File: config.mk
export PLATFORM = sky130hd
export DESIGN_NAME = sensor_if_multi
export DESIGN_NICKNAME = d
export VERILOG_FILES = /design/src/rtl/sensor_pkg.sv /design/src/rtl/sensor_chan.sv /design/src/rtl/sensor_if_multi.sv
export SDC_FILE = /design/constraint.sdc
export NUM_CORES = 1
export LEC_CHECK = 0
export ABC_AREA = 1
export CAP_MARGIN = 10
export CORE_MARGIN = 3
export CORE_UTILIZATION = 29
export CTS_CLUSTER_SIZE = 8
export DETAILED_ROUTE_END_ITERATION = 10
export DONT_BUFFER_PORTS = 1
export SLEW_MARGIN = 20
export SYNTH_ARGS = -nofsm -noshare
export SYNTH_HDL_FRONTEND = slang
export SYNTH_SLANG_ARGS = --single-unit
export TNS_END_PERCENT = 50
File: constraint.sdc
create_clock -name clk -period 2.4 [get_ports clk]
set_clock_uncertainty 0.05 [all_clocks]
set_input_delay 0.48 -clock clk [delete_from_list [all_inputs] [get_ports clk]]
set_output_delay 0.48 -clock clk [all_outputs]
set_load 0.02 [all_outputs]
File: src/rtl/sensor_pkg.sv
// Shared types, default parameters and helpers for the multi-channel sensor interface.
// The optional stuck-sensor detection is enabled by defining STUCK_DETECT_EN.
package sensor_pkg;

    typedef enum logic [1:0] {
        IDLE   = 2'd0,
        ACTIVE = 2'd1,
        HOLD   = 2'd2,
        FAULT  = 2'd3
    } chan_state_t;

    localparam int N_CH_DEF     = 4;
    localparam int DEBOUNCE_DEF = 4;
    localparam int HOLD_DEF     = 16;
    localparam int COUNT_W_DEF  = 8;
    localparam int STUCK_DEF    = 1024;
    localparam int MAX_CH       = 16;

    // Number of set bits in a channel vector (at most MAX_CH, so 5 bits suffice).
    function automatic logic [4:0] popcount(input logic [MAX_CH-1:0] v);
        logic [4:0] c;
        c = '0;
        for (int i = 0; i < MAX_CH; i++) begin
            c = c + {4'b0000, v[i]};
        end
        return c;
    endfunction

endpackage

File: src/rtl/sensor_chan.sv
// One presence-sensor channel: 2-flop synchroniser, debounce/hold counters and
// the occupancy FSM. With STUCK_DETECT_EN defined, a channel held active for
// STUCK_CYCLES is parked in FAULT until the sensor drops.
//
//   state  | meaning
//   IDLE   | no presence; counting consecutive high samples (debounce)
//   ACTIVE | presence confirmed; occupied
//   HOLD   | sensor dropped; still occupied while the hold timer runs
//   FAULT  | sensor stuck high too long (only with STUCK_DETECT_EN)
module sensor_chan
    import sensor_pkg::*;
#(
    parameter int DEBOUNCE_CYCLES = DEBOUNCE_DEF,
    parameter int HOLD_CYCLES     = HOLD_DEF,
    parameter int STUCK_CYCLES    = STUCK_DEF
) (
    input  logic clk,
    input  logic reset,
    input  logic sens_in,
    output logic occupied,
    output logic passed,
    output logic fault
);

    localparam int DEB_W  = $clog2(DEBOUNCE_CYCLES + 1);
    localparam int HOLD_W = $clog2(HOLD_CYCLES + 1);

    logic              r_sync1, r_sync2;
    chan_state_t       r_state, w_state_nxt;
    logic [DEB_W-1:0]  r_deb, w_deb_nxt;
    logic [HOLD_W-1:0] r_hold, w_hold_nxt;
    logic              r_passed, w_passed_nxt;
    logic              w_deb_hit, w_hold_hit;

`ifdef STUCK_DETECT_EN
    localparam int STUCK_W = $clog2(STUCK_CYCLES + 1);
    logic [STUCK_W-1:0] r_stuck, w_stuck_nxt;
    logic               w_stuck_hit;
    assign w_stuck_hit = (r_stuck == STUCK_W'(STUCK_CYCLES - 1));
`endif

    assign w_deb_hit  = (r_deb == DEB_W'(DEBOUNCE_CYCLES - 1));
    assign w_hold_hit = (r_hold == HOLD_W'(HOLD_CYCLES - 1));

    // Two-flop synchroniser for the asynchronous sensor level.
    always_ff @(posedge clk) begin
        if (!reset) begin
            r_sync1 <= 1'b0;
            r_sync2 <= 1'b0;
        end else begin
            r_sync1 <= sens_in;
            r_sync2 <= r_sync1;
        end
    end

    // State, counters and the registered pass pulse.
    always_ff @(posedge clk) begin
        if (!reset) begin
            r_state  <= IDLE;
            r_deb    <= '0;
            r_hold   <= '0;
            r_passed <= 1'b0;
`ifdef STUCK_DETECT_EN
            r_stuck  <= '0;
`endif
        end else begin
            r_state  <= w_state_nxt;
            r_deb    <= w_deb_nxt;
            r_hold   <= w_hold_nxt;
            r_passed <= w_passed_nxt;
`ifdef STUCK_DETECT_EN
            r_stuck  <= w_stuck_nxt;
`endif
        end
    end

    // Next-state and counter update; the hold count is deliberately kept across
    // short high blips in HOLD so a flickering sensor cannot extend occupancy forever.
    always_comb begin
        w_state_nxt  = r_state;
        w_deb_nxt    = r_deb;
        w_hold_nxt   = r_hold;
        w_passed_nxt = 1'b0;
`ifdef STUCK_DETECT_EN
        w_stuck_nxt  = '0;
`endif
        case (r_state)
            IDLE: begin
                if (r_sync2) begin
                    if (w_deb_hit) begin
                        w_state_nxt = ACTIVE;
                        w_deb_nxt   = '0;
                    end else begin
                        w_deb_nxt = r_deb + DEB_W'(1);
                    end
                end else begin
                    w_deb_nxt = '0;
                end
            end
            ACTIVE: begin
                if (!r_sync2) begin
                    w_state_nxt = HOLD;
                    w_hold_nxt  = '0;
                    w_deb_nxt   = '0;
                end
`ifdef STUCK_DETECT_EN
                else if (w_stuck_hit) begin
                    w_state_nxt = FAULT;
                end else begin
                    w_stuck_nxt = r_stuck + STUCK_W'(1);
                end
`endif
            end
            HOLD: begin
                if (r_sync2) begin
                    if (w_deb_hit) begin
                        w_state_nxt = ACTIVE;
                        w_deb_nxt   = '0;
                    end else begin
                        w_deb_nxt = r_deb + DEB_W'(1);
                    end
                end else begin
                    w_deb_nxt = '0;
                    if (w_hold_hit) begin
                        w_state_nxt  = IDLE;
                        w_hold_nxt   = '0;
                        w_passed_nxt = 1'b1;
                    end else begin
                        w_hold_nxt = r_hold + HOLD_W'(1);
                    end
                end
            end
`ifdef STUCK_DETECT_EN
            FAULT: begin
                if (!r_sync2) begin
                    w_state_nxt = IDLE;
                    w_deb_nxt   = '0;
                end
            end
`endif
            default: begin
                w_state_nxt = IDLE;
                w_deb_nxt   = '0;
                w_hold_nxt  = '0;
            end
        endcase
    end

    assign occupied = (r_state == ACTIVE) || (r_state == HOLD);
    assign passed   = r_passed;

`ifdef STUCK_DETECT_EN
    assign fault = (r_state == FAULT);
`else
    logic w_unused_stuck;
    assign w_unused_stuck = |STUCK_CYCLES;
    assign fault = 1'b0;
`endif

endmodule

File: src/rtl/sensor_if_multi.sv
// Multi-channel presence sensor interface: N_CH independent sensor_chan
// instances, an any-occupied summary and a saturating pass counter.
// Stuck-sensor detection is compiled in when STUCK_DETECT_EN is defined.
module sensor_if_multi
    import sensor_pkg::*;
#(
    parameter int N_CH            = N_CH_DEF,
    parameter int DEBOUNCE_CYCLES = DEBOUNCE_DEF,
    parameter int HOLD_CYCLES     = HOLD_DEF,
    parameter int COUNT_W         = COUNT_W_DEF,
    parameter int STUCK_CYCLES    = STUCK_DEF
) (
    input  logic               clk,
    input  logic               reset,
    input  logic [N_CH-1:0]    sens_active,
    input  logic               count_clr,
    output logic [N_CH-1:0]    occupied,
    output logic [N_CH-1:0]    passed,
    output logic               any_occupied,
    output logic [COUNT_W-1:0] pass_count,
    output logic [N_CH-1:0]    fault
);

    localparam int SUM_W = COUNT_W + 5;

    logic [N_CH-1:0]    w_occupied, w_passed, w_fault;
    logic [4:0]         w_inc;
    logic [SUM_W-1:0]   w_sum;
    logic [COUNT_W-1:0] w_max;
    logic [COUNT_W-1:0] r_count;

    for (genvar g = 0; g < N_CH; g++) begin : g_chan
        sensor_chan #(
            .DEBOUNCE_CYCLES (DEBOUNCE_CYCLES),
            .HOLD_CYCLES     (HOLD_CYCLES),
            .STUCK_CYCLES    (STUCK_CYCLES)
        ) u_chan (
            .clk      (clk),
            .reset    (reset),
            .sens_in  (sens_active[g]),
            .occupied (w_occupied[g]),
            .passed   (w_passed[g]),
            .fault    (w_fault[g])
        );
    end

    assign w_inc = popcount(MAX_CH'(w_passed));
    assign w_max = {COUNT_W{1'b1}};
    assign w_sum = SUM_W'(r_count) + SUM_W'(w_inc);

    // Saturating pass counter; clear wins over a same-cycle increment.
    always_ff @(posedge clk) begin
        if (!reset) begin
            r_count <= '0;
        end else if (count_clr) begin
            r_count <= '0;
        end else if (w_sum > SUM_W'(w_max)) begin
            r_count <= w_max;
        end else begin
            r_count <= w_sum[COUNT_W-1:0];
        end
    end

    assign occupied     = w_occupied;
    assign passed       = w_passed;
    assign fault        = w_fault;
    assign any_occupied = |w_occupied;
    assign pass_count   = r_count;

endmodule

Yosys cells after proc, flatten, opt, wreduce, memory -nomap -nowiden

Cells that the tools add are included.

Register bits: 60
Input port bits: 7
Output and inout bits: 21
Logic and storage cells: 166

Add/subtract/negate cells: 12
Order comparisons: 1
Equality and inequality tests: 32
Multiplexer cells: 61
Bitwise operators: 9
Reductions and logical operators: 26

Operators with widths:

| cell                                                                     | number |
|---|---|
| 5-bit two-way mux                                                        | 12 |
| 5-bit case mux with 3 select lines                                       | 4 |
| 2-bit two-way mux                                                        | 20 |
| 3-bit two-way mux                                                        | 12 |
| 2-bit case mux with 3 select lines                                       | 4 |
| 3-bit case mux with 2 select lines                                       | 4 |
| 3-bit AND reduction                                                      | 8 |
| 5-bit by 1-bit adder with 5-bit output (second input constant)           | 4 |
| 5-bit by 4-bit equality test with 1-bit output (second input constant)   | 4 |
| 2-bit inequality test (second input constant)                            | 8 |
| 3-bit by 1-bit adder with 3-bit output (second input constant)           | 4 |
| 3-bit by 2-bit equality test with 1-bit output (second input constant)   | 4 |
| 3-bit by 1-bit inequality test with 1-bit output (second input constant) | 4 |
| 3-bit OR reduction                                                       | 4 |
| 2-bit OR reduction                                                       | 5 |
| 8-bit by 4-bit adder with 9-bit output                                   | 1 |
| 9-bit by 8-bit > comparator with 1-bit output (second input constant)    | 1 |
| 1-bit NOT                                                                | 9 |
| 2-bit by 1-bit equality test with 1-bit output (second input constant)   | 4 |
| 2-bit equality test (second input constant)                              | 4 |
| 2-bit logical NOT                                                        | 4 |
| 8-bit two-way mux                                                        | 1 |
| 2-bit by 1-bit inequality test with 1-bit output (second input constant) | 4 |
| 3-bit by 1-bit adder with 4-bit output                                   | 1 |
| other kinds (5)                                                          | 11 |

Depth between registers and ports, before layout

Gate-level depths: netlist (run 1).

Word-level depth: 6
Mapped depth: 11
Gate-level depth less buffers: 11

Modules after synthesis

Synthesis (run 1) repeated with hierarchy kept, for this count alone.

Cell total of the unflattened synthesis: 453
Area total of the unflattened synthesis: 3,363.2 um^2

By module, submodules not included:

| module          | instances | cells an instance | area an instance (um^2) | seq. area each (um^2) |
|---|---|---|---|---|
| sensor_chan     | 4         | 97                | 716.9                   | 260.2 |
| sensor_if_multi | 1         | 65                | 495.5                   | 160.2 |

Least setup slack after synthesis (run 1)

OpenSTA, ideal clock, no wires.

Kind: register to register
Start point: reg r_count[0], in the netlist pass_count[0]
End point: reg r_count[3], in the netlist pass_count[3]
Setup time: 0.109 ns
Data arrival time: 2.320 ns
Required time: 2.241 ns
Path slack: -0.078 ns
Stages on the path, launching flop included: 12
Buffers on the path: 0
Clock period less this slack: 2.478 ns
Path through: dfxtp_1 > fa_1 > fa_1 > fa_1 > nand2_1 > inv_1 > nand4_1 > inv_1 > nand2_1 > o21ai_0 > nand2_1 > inv_1

Longest elaborated chain between the ends: 3

RTL lines:

| element                                       | RTL line              | text |
|---|---|---|
| start: declaration                            | sensor_if_multi.sv:30 | `logic [COUNT_W-1:0] r_count;` |
| start signal: assignment                      | sensor_if_multi.sv:58 | `r_count <= w_max;` |
| start signal: assignment                      | sensor_if_multi.sv:60 | `r_count <= w_sum[COUNT_W-1:0];` |
| 8-bit by 4-bit adder with 9-bit output *      | sensor_if_multi.sv:49 | `assign w_sum = SUM_W'(r_count) + SUM_W'(w_inc);` |
| 9-bit by 8-bit > comparator with 1-bit output | sensor_if_multi.sv:57 | `end else if (w_sum > SUM_W'(w_max)) begin` |
| 8-bit two-way mux *                           | sensor_if_multi.sv:57 |  |

Every way passes the cells marked *; elsewhere a longest branch is shown, timed or not.
A chain may end at the register's enable or synchronous reset.

Worst setup path in the final report (run 1)

Start point: reg g_chan[0].u_chan.r_passed
End point: reg r_count[0], in the netlist pass_count[0]

Longest elaborated chain between the ends: 6

RTL lines:

| element                                       | RTL line              | text |
|---|---|---|
| start: declaration                            | sensor_chan.sv:32     | `logic r_passed, w_passed_nxt;` |
| start signal: assignment                      | sensor_chan.sv:70     | `r_passed <= w_passed_nxt;` |
| 1-bit by 1-bit adder with 2-bit output *      | sensor_pkg.sv:24      | `c = c + {4'b0000, v[i]};` |
| 2-bit by 1-bit adder with 3-bit output *      | sensor_pkg.sv:24      |  |
| 3-bit by 1-bit adder with 4-bit output *      | sensor_pkg.sv:24      |  |
| 8-bit by 4-bit adder with 9-bit output *      | sensor_if_multi.sv:49 |  |
| 9-bit by 8-bit > comparator with 1-bit output | sensor_if_multi.sv:57 |  |
| 8-bit two-way mux *                           | sensor_if_multi.sv:57 |  |

Marks and branches as above.

==> out/metrics.cfg, run 1 <==
[outcome]
status = finished, final reports clean

[final_layout]
fin_area_um2 = 3620
area_delta_synth_final_pct = 12.9
insertedDiodeCount = 0
fillers = 1111
layout-drive-gt1-share_pct = 14.6
fin_nets = 467
post-route-util_pct = 34.3

[power]
ir_drop_v = 0.000489
power_per_cell_area_nw_per_um2 = 631
power_leakage_nw = 1.62

[sta]
maxSlewHeadroom_pct = 60.0
timing.fmax_mhz = 431
tightest_slew_ns = 0.594
fin_crit_sh_pct = 96.6
min_period_ns = 2.32
slew_viol_final = 0
setup_viol = 0
finalHoldViolations = 0
rsz0062_at_grt = true
setup-tns-final_ns = 0

[detailed_routing]
totalWireLength_mm = 6.10
drt_iter0_drc = 86
drtAntennaViolNets = 0
remaining_drc_errors = 0
vias = 2544
firstDrtPassIters = 4
via_per_inst = 4.44
wire_per_inst_um = 10.6

[clock_tree]
clock_latency_ns = 0.35
cts_tree = yes
holdBufCountCts = 0
root_buffer = clkbuf_8
cts_buffer_depth = 2
numClockSinks = 60
path_clk_slew_ns = 0.07
htreeDepth = 3
numCtsBuffers = 9

[yosys]
synth.distinct_cells = 38
syn_area_per_cell_um2 = 7.50
synth.yosys.seq_area_share_pct = 37.4
synth_compound_area_share_pct = 10.4
synth_simple_gate_area_share_pct = 26.1
synth-edff-count = 0
synth_seq_cells = 60
ys_top_cells_by_area = dfxtp_1, ha_1, inv_1
synth_flop_cell = dfxtp_1
syn_area_um2 = 3210
syn_inst = 428
synthXorXnorAreaFrac_pct = 1.36
yosys.area.top_type_share_pct = 37.4
yosys.area.top_type = dfxtp_1
ys_async_sr_fraction_pct = 0
ys_top_cells_by_count = inv_1, nand2_1, dfxtp_1, nor2_1, a21oi_1
synthAdderAreaFrac_pct = 11.6
yosysWarningCount = 0
synth_top_family_by_area = simple AND/OR/NAND/NOR gates
synth_mux_area_share_pct = 0.312

[global_route]
grt_pass1_vias = 2356
grt_pass1_wl_mm = 10.4
grt_max_degree = 33
grtUsageTotal_pct = 10.3
grt_antenna_before_repair = 0
grt_overflow = 0

[worst_setup_path]
r2r_setup_slack_ns = 0.08
r2r_start = g_chan[0].u_chan.passed
rr_worst_depth = 10
r2r_end = pass_count[0]
crit_type = flop to flop
worst_ep_arrival_time_ns = 2.50
cp-end-kind = flop
cp-start-kind = flop
crit_path_max_fanout = 4
worstPathRequired_ns = 2.59

[run]
max-cap-violations = 0

[floorplanning]
die_w_um = 111
ios = 28
coreArea_um2 = 10600
start_util_pct = 30.4
die_h_um = 111
die-area_um2 = 12400
num_rows = 37

[placed_design]
portBuffers = 0
placed_area_um2 = 3330
place.detailed.hpwl_mm = 4.52
place_congestion = 0.806

[worst_hold_path]
holdPathStages = 2
min_from = sens_active[3]
hold_end = g_chan[3].u_chan.r_sync1
hold_class = input pin to flop

==> layer usage <==
| metal | track usage [%] | routed length (um) |
|---|---|---|
| met3 | 4.75 | 356 |
| met4 | 3.89 | 94 |
| met2 | 15.6 | 2670 |
| met5 | 0 | 0 |
| met1 | 12.8 | 2970 |
==> worst max-delay path by stage <==
stage	start	end	slack, ns	cells past startpoint
floorplan	pass_count[0]	pass_count[3]	0.02	11
global placement	pass_count[0]	pass_count[3]	-0.01	11
detailed placement	pass_count[0]	pass_count[3]	-0.04	11
finish	g_chan[0].u_chan.passed	pass_count[0]	0.08	10
CTS	g_chan[0].u_chan.passed	pass_count[3]	0.002	11
global route	g_chan[0].u_chan.passed	pass_count[3]	-0.05	11
==> final cells by class <==
class | instances | area [um2] | area share, %
Clock buffer | 11 | 131 | 3.63
Clock inverter | 5 | 100 | 2.76
Inverter | 75 | 287 | 7.91
Multi-Input combinational cell | 279 | 1670 | 46.0
Sequential cell | 60 | 1200 | 33.2
Tap cell | 136 | 170 | 4.70
Timing Repair Buffer | 7 | 65.1 | 1.80
==> through the flow <==
stage          setup slack [ns]  cells  power [mW]  hold WS [ns]
2_1_floorplan            0.0168    431        1.20         0.340
3_3_place_gp            -0.0129    556        1.21         0.348
3_5_place_dp            -0.0449    556        1.21         0.350
4_1_cts                 0.00184    572        2.32         0.159
5_1_grt                 -0.0526    573        2.39         0.176
6_report                 0.0807    573        2.29         0.185
==> timing repair <==
action / 4_1_cts / 5_1_grt
buffers inserted: 0 / 1
endpoints found under the setup margin: 8 / 9
pin swaps: 0 / 3
gates resized for setup: 3 / 14
endpoints found under the hold margin: 0 / 0
==> cells in the final DEF (no fill, tap or decap), drive strengths merged, types with 2 or more instances in the layout <==
cell type  Yosys  routed
nand4         10      10
nand3         19      19
xnor2          4       4
nor3b          2       2
fa             3       3
inv           75      75
ha            25      25
nand2         80      80
bufinv         0       3
nor2          50      50
a21oi         40      40
o21ai         18      18
clkinv         0       2
conb           1       4
nor3           5       5
buf           16       7
dfxtp         60      60
or2            8       8
clkbuf         1      11
nor4           4       4
==> worst max-delay path: stages (launching register included) <==
cell and delay (ns):
dfxtp_2 0.34, fa_1 0.50, fa_2 0.40, fa_2 0.38, nand2_2 0.09, inv_2 0.04, nand4_1 0.08, inv_1 0.06
nand2_2 0.11, buf_12 0.12, a21oi_2 0.04
==> report_power, final <==
part / internal [mW] / switching (mW)
logic: 0.0610 / 0.106
registers: 1.02 / 0.0186
clock network: 0.687 / 0.398
total: 1.76 / 0.522
==> sequential cells by signal (all words and copies together), names as in the netlist <==
register / count
pass_count: 8
g_chan.u_chan.r_state: 8
g_chan.u_chan.r_sync2: 4
g_chan.u_chan.passed: 4
g_chan.u_chan.r_sync1: 4
g_chan.u_chan.r_deb: 12
g_chan.u_chan.r_hold: 20
==> logic make-up after synthesis <==
kind of cell,after synthesis
simple gates,181
buf+inv,92
compound gates,60
flops,60
fa+ha+maj,28
xor+xnor,5
other cells,1
mux,1
(Power assumes the default switching activity.)
==> run 2, diff against run 1 <==
--- a/config.mk
+++ b/config.mk
@@ -12,7 +12,7 @@
 export CTS_CLUSTER_SIZE = 8
 export DETAILED_ROUTE_END_ITERATION = 10
 export DONT_BUFFER_PORTS = 1
-export SLEW_MARGIN = 20
+export SETUP_SLACK_MARGIN = 0.1
 export SYNTH_ARGS = -nofsm -noshare
 export SYNTH_HDL_FRONTEND = slang
 export SYNTH_SLANG_ARGS = --single-unit
==> run 2 against run 1 <==
Fmax about the same. Sequential share of layout area up 0.17 points. Worst setup slack better by 0.00096 ns. Register-to-register slack about the same. Sequential power about the same. Clock power down 4%. Critical path type unchanged. Largest power group unchanged. Highest routed layer unchanged.
==> out/metrics.cfg, run 2 (synthesized netlist as in run 1, its figures left out) <==
[outcome]
status = finished, final reports clean

[clock_tree]
htreeDepth = 3
cts_tree = yes
path_clk_slew_ns = 0.07
numClockSinks = 60
cts_buffer_depth = 2
clock_latency_ns = 0.35
holdBufCountCts = 0
root_buffer = clkbuf_8
numCtsBuffers = 9

[global_route]
grt_pass1_wl_mm = 10.6
grt_pass1_vias = 2391
grt_antenna_before_repair = 0
grt_max_degree = 33
grt_overflow = 0
grtUsageTotal_pct = 10.4

[floorplanning]
coreArea_um2 = 10600
die_h_um = 111
die_w_um = 111
start_util_pct = 30.4
ios = 28
num_rows = 37
die-area_um2 = 12400

[sta]
setup_viol = 0
tightest_slew_ns = 0.519
timing.fmax_mhz = 431
finalHoldViolations = 0
fin_crit_sh_pct = 96.6
slew_viol_final = 0
rsz0062_at_grt = true
worst_slack_ns = 0.0816
maxSlewHeadroom_pct = 65.1
min_period_ns = 2.32

[final_layout]
layout-drive-gt1-share_pct = 14.2
largestRegisters = g_chan.u_chan.r_hold x20, g_chan.u_chan.r_deb x12
most-common-layout-cells = inv_1, nand2_1, dfxtp_1
fin_nets = 466
largest_register_ffs = 20
area_delta_synth_final_pct = 12.3
largest-register = g_chan.u_chan.r_hold
fin_cells = 572
insertedDiodeCount = 0

[worst_setup_path]
r2r_setup_slack_ns = 0.08
r2r_end = pass_count[0]
crit_type = flop to flop
rr_worst_depth = 10
crit_path_max_fanout = 4
worstPathRequired_ns = 2.59
cp-end-kind = flop
r2r_start = g_chan[2].u_chan.passed
cp-start-kind = flop
worst_ep_arrival_time_ns = 2.51

[detailed_routing]
drtAntennaViolNets = 0
via_per_inst = 4.45
firstDrtPassIters = 4
drt_iter0_drc = 99
wire_per_inst_um = 10.5
remaining_drc_errors = 0
totalWireLength_mm = 6.02
vias = 2547

[run]
max-cap-violations = 0

[placed_design]
dp_slack_ns = 0.0256
dp.cells = 553
place.detailed.hpwl_mm = 4.33
place_congestion = 0.768
portBuffers = 0

[power]
ir_drop_v = 0.000518
power_per_cell_area_nw_per_um2 = 622
power_leakage_nw = 1.62

[worst_hold_path]
hold_end = g_chan[0].u_chan.r_sync1
hold_class = input pin to flop
holdPathStages = 2
min_from = sens_active[0]

-- run 2: cell types whose count changed in the layout (fill, tap and decap cells not counted), moves of 2 or more --
| cell | change |
|---|---|
| buf_4 | -2 |
| buf_6 | +2 |
| a21oi_2 | -2 |
| clkinv_2 | -2 |
| a21oi_1 | +2 |
| clkbuf_8 | +2 |
-- run 2: critical path, stage by stage (launching register included) --
cell and delay [ns]:
dfxtp_2 0.33, fa_1 0.50, fa_2 0.42, fa_2 0.38, nand2_2 0.09, inv_2 0.04, nand4_1 0.10, inv_2 0.06
nand2_4 0.08, buf_6 0.12, a21oi_2 0.05
-- run 2: worst max path at each step --
| stage | start | endpoint | slack (ns) | cells past startpoint |
|---|---|---|---|---|
| finish | g_chan[2].u_chan.passed | pass_count[0] | 0.08 | 10 |
| global route | g_chan[2].u_chan.passed | pass_count[5] | -0.009 | 11 |
| CTS | pass_count[0] | pass_count[3] | 0.06 | 11 |
| detailed placement | pass_count[0] | pass_count[3] | 0.03 | 11 |
| global placement | pass_count[0] | pass_count[3] | 0.07 | 11 |
| floorplan | pass_count[0] | pass_count[3] | 0.12 | 11 |
-- run 2: per-layer routing --
layer	wire length [um]	track usage (%)	up-vias
met3	369	4.64	12
met2	2730	16.2	45
met5	0	0	-
met4	113	4.38	0
met1	2810	12.4	1148
li1	-	-	1342
-- run 2: power breakdown --
group	internal (mW)	switching [mW]	leakage, nW
Combinational	0.0605	0.104	1.02
Clock	0.644	0.400	0.114
Sequential	1.02	0.0189	0.487
-- run 2: through the flow --
stage	power (mW)	utilization (%)	cell area, um2	hold WS [ns]	setup TNS [ns]
global placement	1.21	31.3	3300	0.342	0
finish	2.24	34.2	3600	0.168	0
floorplan	1.20	-	3230	0.340	0
detailed placement	1.21	31.3	3300	0.348	0
CTS	2.28	33.6	3550	0.151	0
global route	2.35	34.2	3600	0.176	-0.0247
-- run 2: area by class of cell --
cell class | instances | area [um2]
clock inverter | 3 | 68.8
sequential | 60 | 1200
multi-input combinational | 279 | 1660
fill | 1128 | 6950
timing repair buffer | 6 | 52.6
inverter | 75 | 287
clock buffer | 13 | 159
tap | 136 | 170
-- run 2: repair_timing --
item | in CTS | in global routing
setup endpoints to repair | 3 | 9
pin swaps | 1 | 3
gates resized for setup | 5 | 12
endpoints found under the hold margin | 0 | 0
setup buffers | 0 | 3
==> run 3, diff against run 2 <==
--- a/config.mk
+++ b/config.mk
@@ -8,10 +8,11 @@
 export ABC_AREA = 1
 export CAP_MARGIN = 10
 export CORE_MARGIN = 3
-export CORE_UTILIZATION = 29
+export CORE_UTILIZATION = 50
 export CTS_CLUSTER_SIZE = 8
 export DETAILED_ROUTE_END_ITERATION = 10
 export DONT_BUFFER_PORTS = 1
+export PLACE_DENSITY = 0.68
 export SETUP_SLACK_MARGIN = 0.1
 export SYNTH_ARGS = -nofsm -noshare
 export SYNTH_HDL_FRONTEND = slang
==> run 3 against run 2 <==
Via count fell by 0.86%. Critical path depth is 1 lower. Global-route usage increased by 6.3 points. Routed wire length decreased by 6.4%. Clock-buffer cell count decreased by 2. Flip-flop and latch count did not move. Die area is 40% lower. Combinational power down 4%. First-iteration DRC count fell by 34%. Critical endpoint is now pass_count[6]. Largest cell class unchanged. Largest power group is now sequential cells. Highest routed layer unchanged.
==> out/metrics.cfg, run 3 (synthesized netlist as in run 1, its figures left out) <==
[outcome]
status = finished, final reports clean

[sta]
timing.fmax_mhz = 418
finalHoldViolations = 0
fin_crit_sh_pct = 99.6
maxSlewHeadroom_pct = 65.0
worst_slack_ns = 0.00842
tightest_slew_ns = 0.521
rsz0062_at_grt = true
slew_viol_final = 0
setup-tns-final_ns = 0
setup_viol = 0
min_period_ns = 2.39

[final_layout]
layout-drive-gt1-share_pct = 14.5
fin_cells = 510
most-common-layout-cells = inv_1, nand2_1, dfxtp_1
fin_nets = 467
fillers = 572
largest_register_ffs = 20
post-route-util_pct = 56.8
area_delta_synth_final_pct = 7.29
largest-register = g_chan.u_chan.r_hold
largestRegisters = g_chan.u_chan.r_hold x20, g_chan.u_chan.r_deb x12
insertedDiodeCount = 0

[clock_tree]
root_buffer = clkbuf_8
cts_tree = yes
numCtsBuffers = 9
path_clk_slew_ns = 0.06
htreeDepth = 3
cts_buffer_depth = 2
clock_latency_ns = 0.32
numClockSinks = 60
holdBufCountCts = 0

[worst_setup_path]
r2r_end = pass_count[6]
worstPathRequired_ns = 2.59
crit_type = flop to flop
rr_worst_depth = 9
r2r_start = pass_count[0]
worst_ep_arrival_time_ns = 2.59
crit_path_max_fanout = 2
r2r_setup_slack_ns = 0.008
cp-start-kind = flop
cp-end-kind = flop

[floorplanning]
die_w_um = 86.1
ios = 28
start_util_pct = 53.0
die-area_um2 = 7420
num_rows = 28
die_h_um = 86.1
coreArea_um2 = 6060

[power]
ir_drop_v = 0.000412
power.share.clock_pct = 38.2
power.internal_mw = 1.46
power_per_cell_area_nw_per_um2 = 561
p_sw_share_pct = 24.5
finalPower_mw = 1.93
pwr-share-comb_pct = 8.2
power_leakage_nw = 1.59
p_seq_share_pct = 53.6
switchingPower_uw = 473

[global_route]
grt_max_degree = 33
grt_antenna_before_repair = 0
grt_pass1_wl_mm = 9.98
grtUsageTotal_pct = 16.6
grt_overflow = 0
grt_pass1_vias = 2481

[worst_hold_path]
hold_end = g_chan[1].u_chan.r_sync1
holdPathStages = 2
hold_class = input pin to flop
min_from = sens_active[1]

[placed_design]
place.detailed.hpwl_mm = 4.14
portBuffers = 0
dp.cells = 492
dp_slack_ns = -0.00458
place_congestion = 0.780

[detailed_routing]
firstDrtPassIters = 4
vias = 2525
drt_iter0_drc = 65
wire_per_inst_um = 11.0
via_per_inst = 4.95
drtAntennaViolNets = 0
totalWireLength_mm = 5.63
remaining_drc_errors = 0

[run]
max-cap-violations = 0

-- run 3: changes by cell type in the layout (fill, tap and decap cells not counted), moves of 2 or more --
| cell | change |
|---|---|
| buf_4 | +3 |
| clkinv_2 | +3 |
| dfxtp_1 | -3 |
| dfxtp_2 | +3 |
| a21oi_1 | +2 |
| a21oi_2 | -2 |
| buf_6 | -2 |
| bufinv_16 | -2 |
-- run 3: area by class of cell --
cell class / instances / area, um2 / share of cell area [%]
well taps: 75 / 93.8 / 2.72
inverters: 75 / 287 / 8.32
flip-flops and latches: 60 / 1210 / 35.1
clock buffers: 11 / 141 / 4.10
repair buffers: 7 / 52.6 / 1.53
clock inverters: 3 / 15.0 / 0.436
multi-input cells: 279 / 1650 / 47.8
-- run 3: worst max-delay path by stage --
stage | slack (ns) | startpoint | cells after the start | end
final | 0.008 | pass_count[0] | 9 | pass_count[6]
after global routing | -0.10 | pass_count[0] | 9 | pass_count[6]
after CTS | 0.05 | g_chan[2].u_chan.passed | 11 | pass_count[5]
after detailed placement | -0.005 | pass_count[0] | 11 | pass_count[3]
after global placement | 0.07 | pass_count[0] | 11 | pass_count[3]
after floorplan | 0.12 | pass_count[0] | 11 | pass_count[3]
-- run 3: power by group through the flow --
| stage | registers, mW | logic, mW | clock network (mW) |
|---|---|---|---|
| finish | 1.04 | 0.159 | 0.738 |
| global route | 1.04 | 0.185 | 0.805 |
| CTS | 1.03 | 0.160 | 0.766 |
| detailed placement | 1.06 | 0.154 | 0 |
| global placement | 1.06 | 0.150 | 0 |
| floorplan | 1.05 | 0.148 | 0 |
-- run 3: what timing repair did --
| action | in CTS | in global routing |
|---|---|---|
| setup endpoints to repair | 7 | 9 |
| gates resized for setup | 9 | 6 |
| buffers inserted | 3 | 1 |
| pin swaps | 4 | 6 |
-- run 3: per-layer routing --
| metal | GRT usage, % | wire length [um] | vias up |
|---|---|---|---|
| li1 | - | - | 1344 |
| met1 | 18.8 | 2640 | 1138 |
| met2 | 30.0 | 2720 | 34 |
| met3 | 4.51 | 196 | 9 |
| met4 | 5.61 | 72 | 0 |
| met5 | 0 | 0 | - |
-- run 3: metrics by stage --
step	hold WS, ns	cell area (um2)
2_1_floorplan	0.340	3230
3_3_place_gp	0.343	3220
3_5_place_dp	0.352	3220
4_1_cts	0.186	3420
5_1_grt	0.198	3440
6_report	0.204	3440
-- run 3: critical path: stages, from the launching register on --
cell and delay [ns]:
dfxtp_2 0.33, fa_1 0.51, fa_2 0.43, fa_2 0.37
nand2_2 0.10, inv_2 0.04, nand4_1 0.10, buf_4 0.13
nor2_1 0.04, a211oi_2 0.21
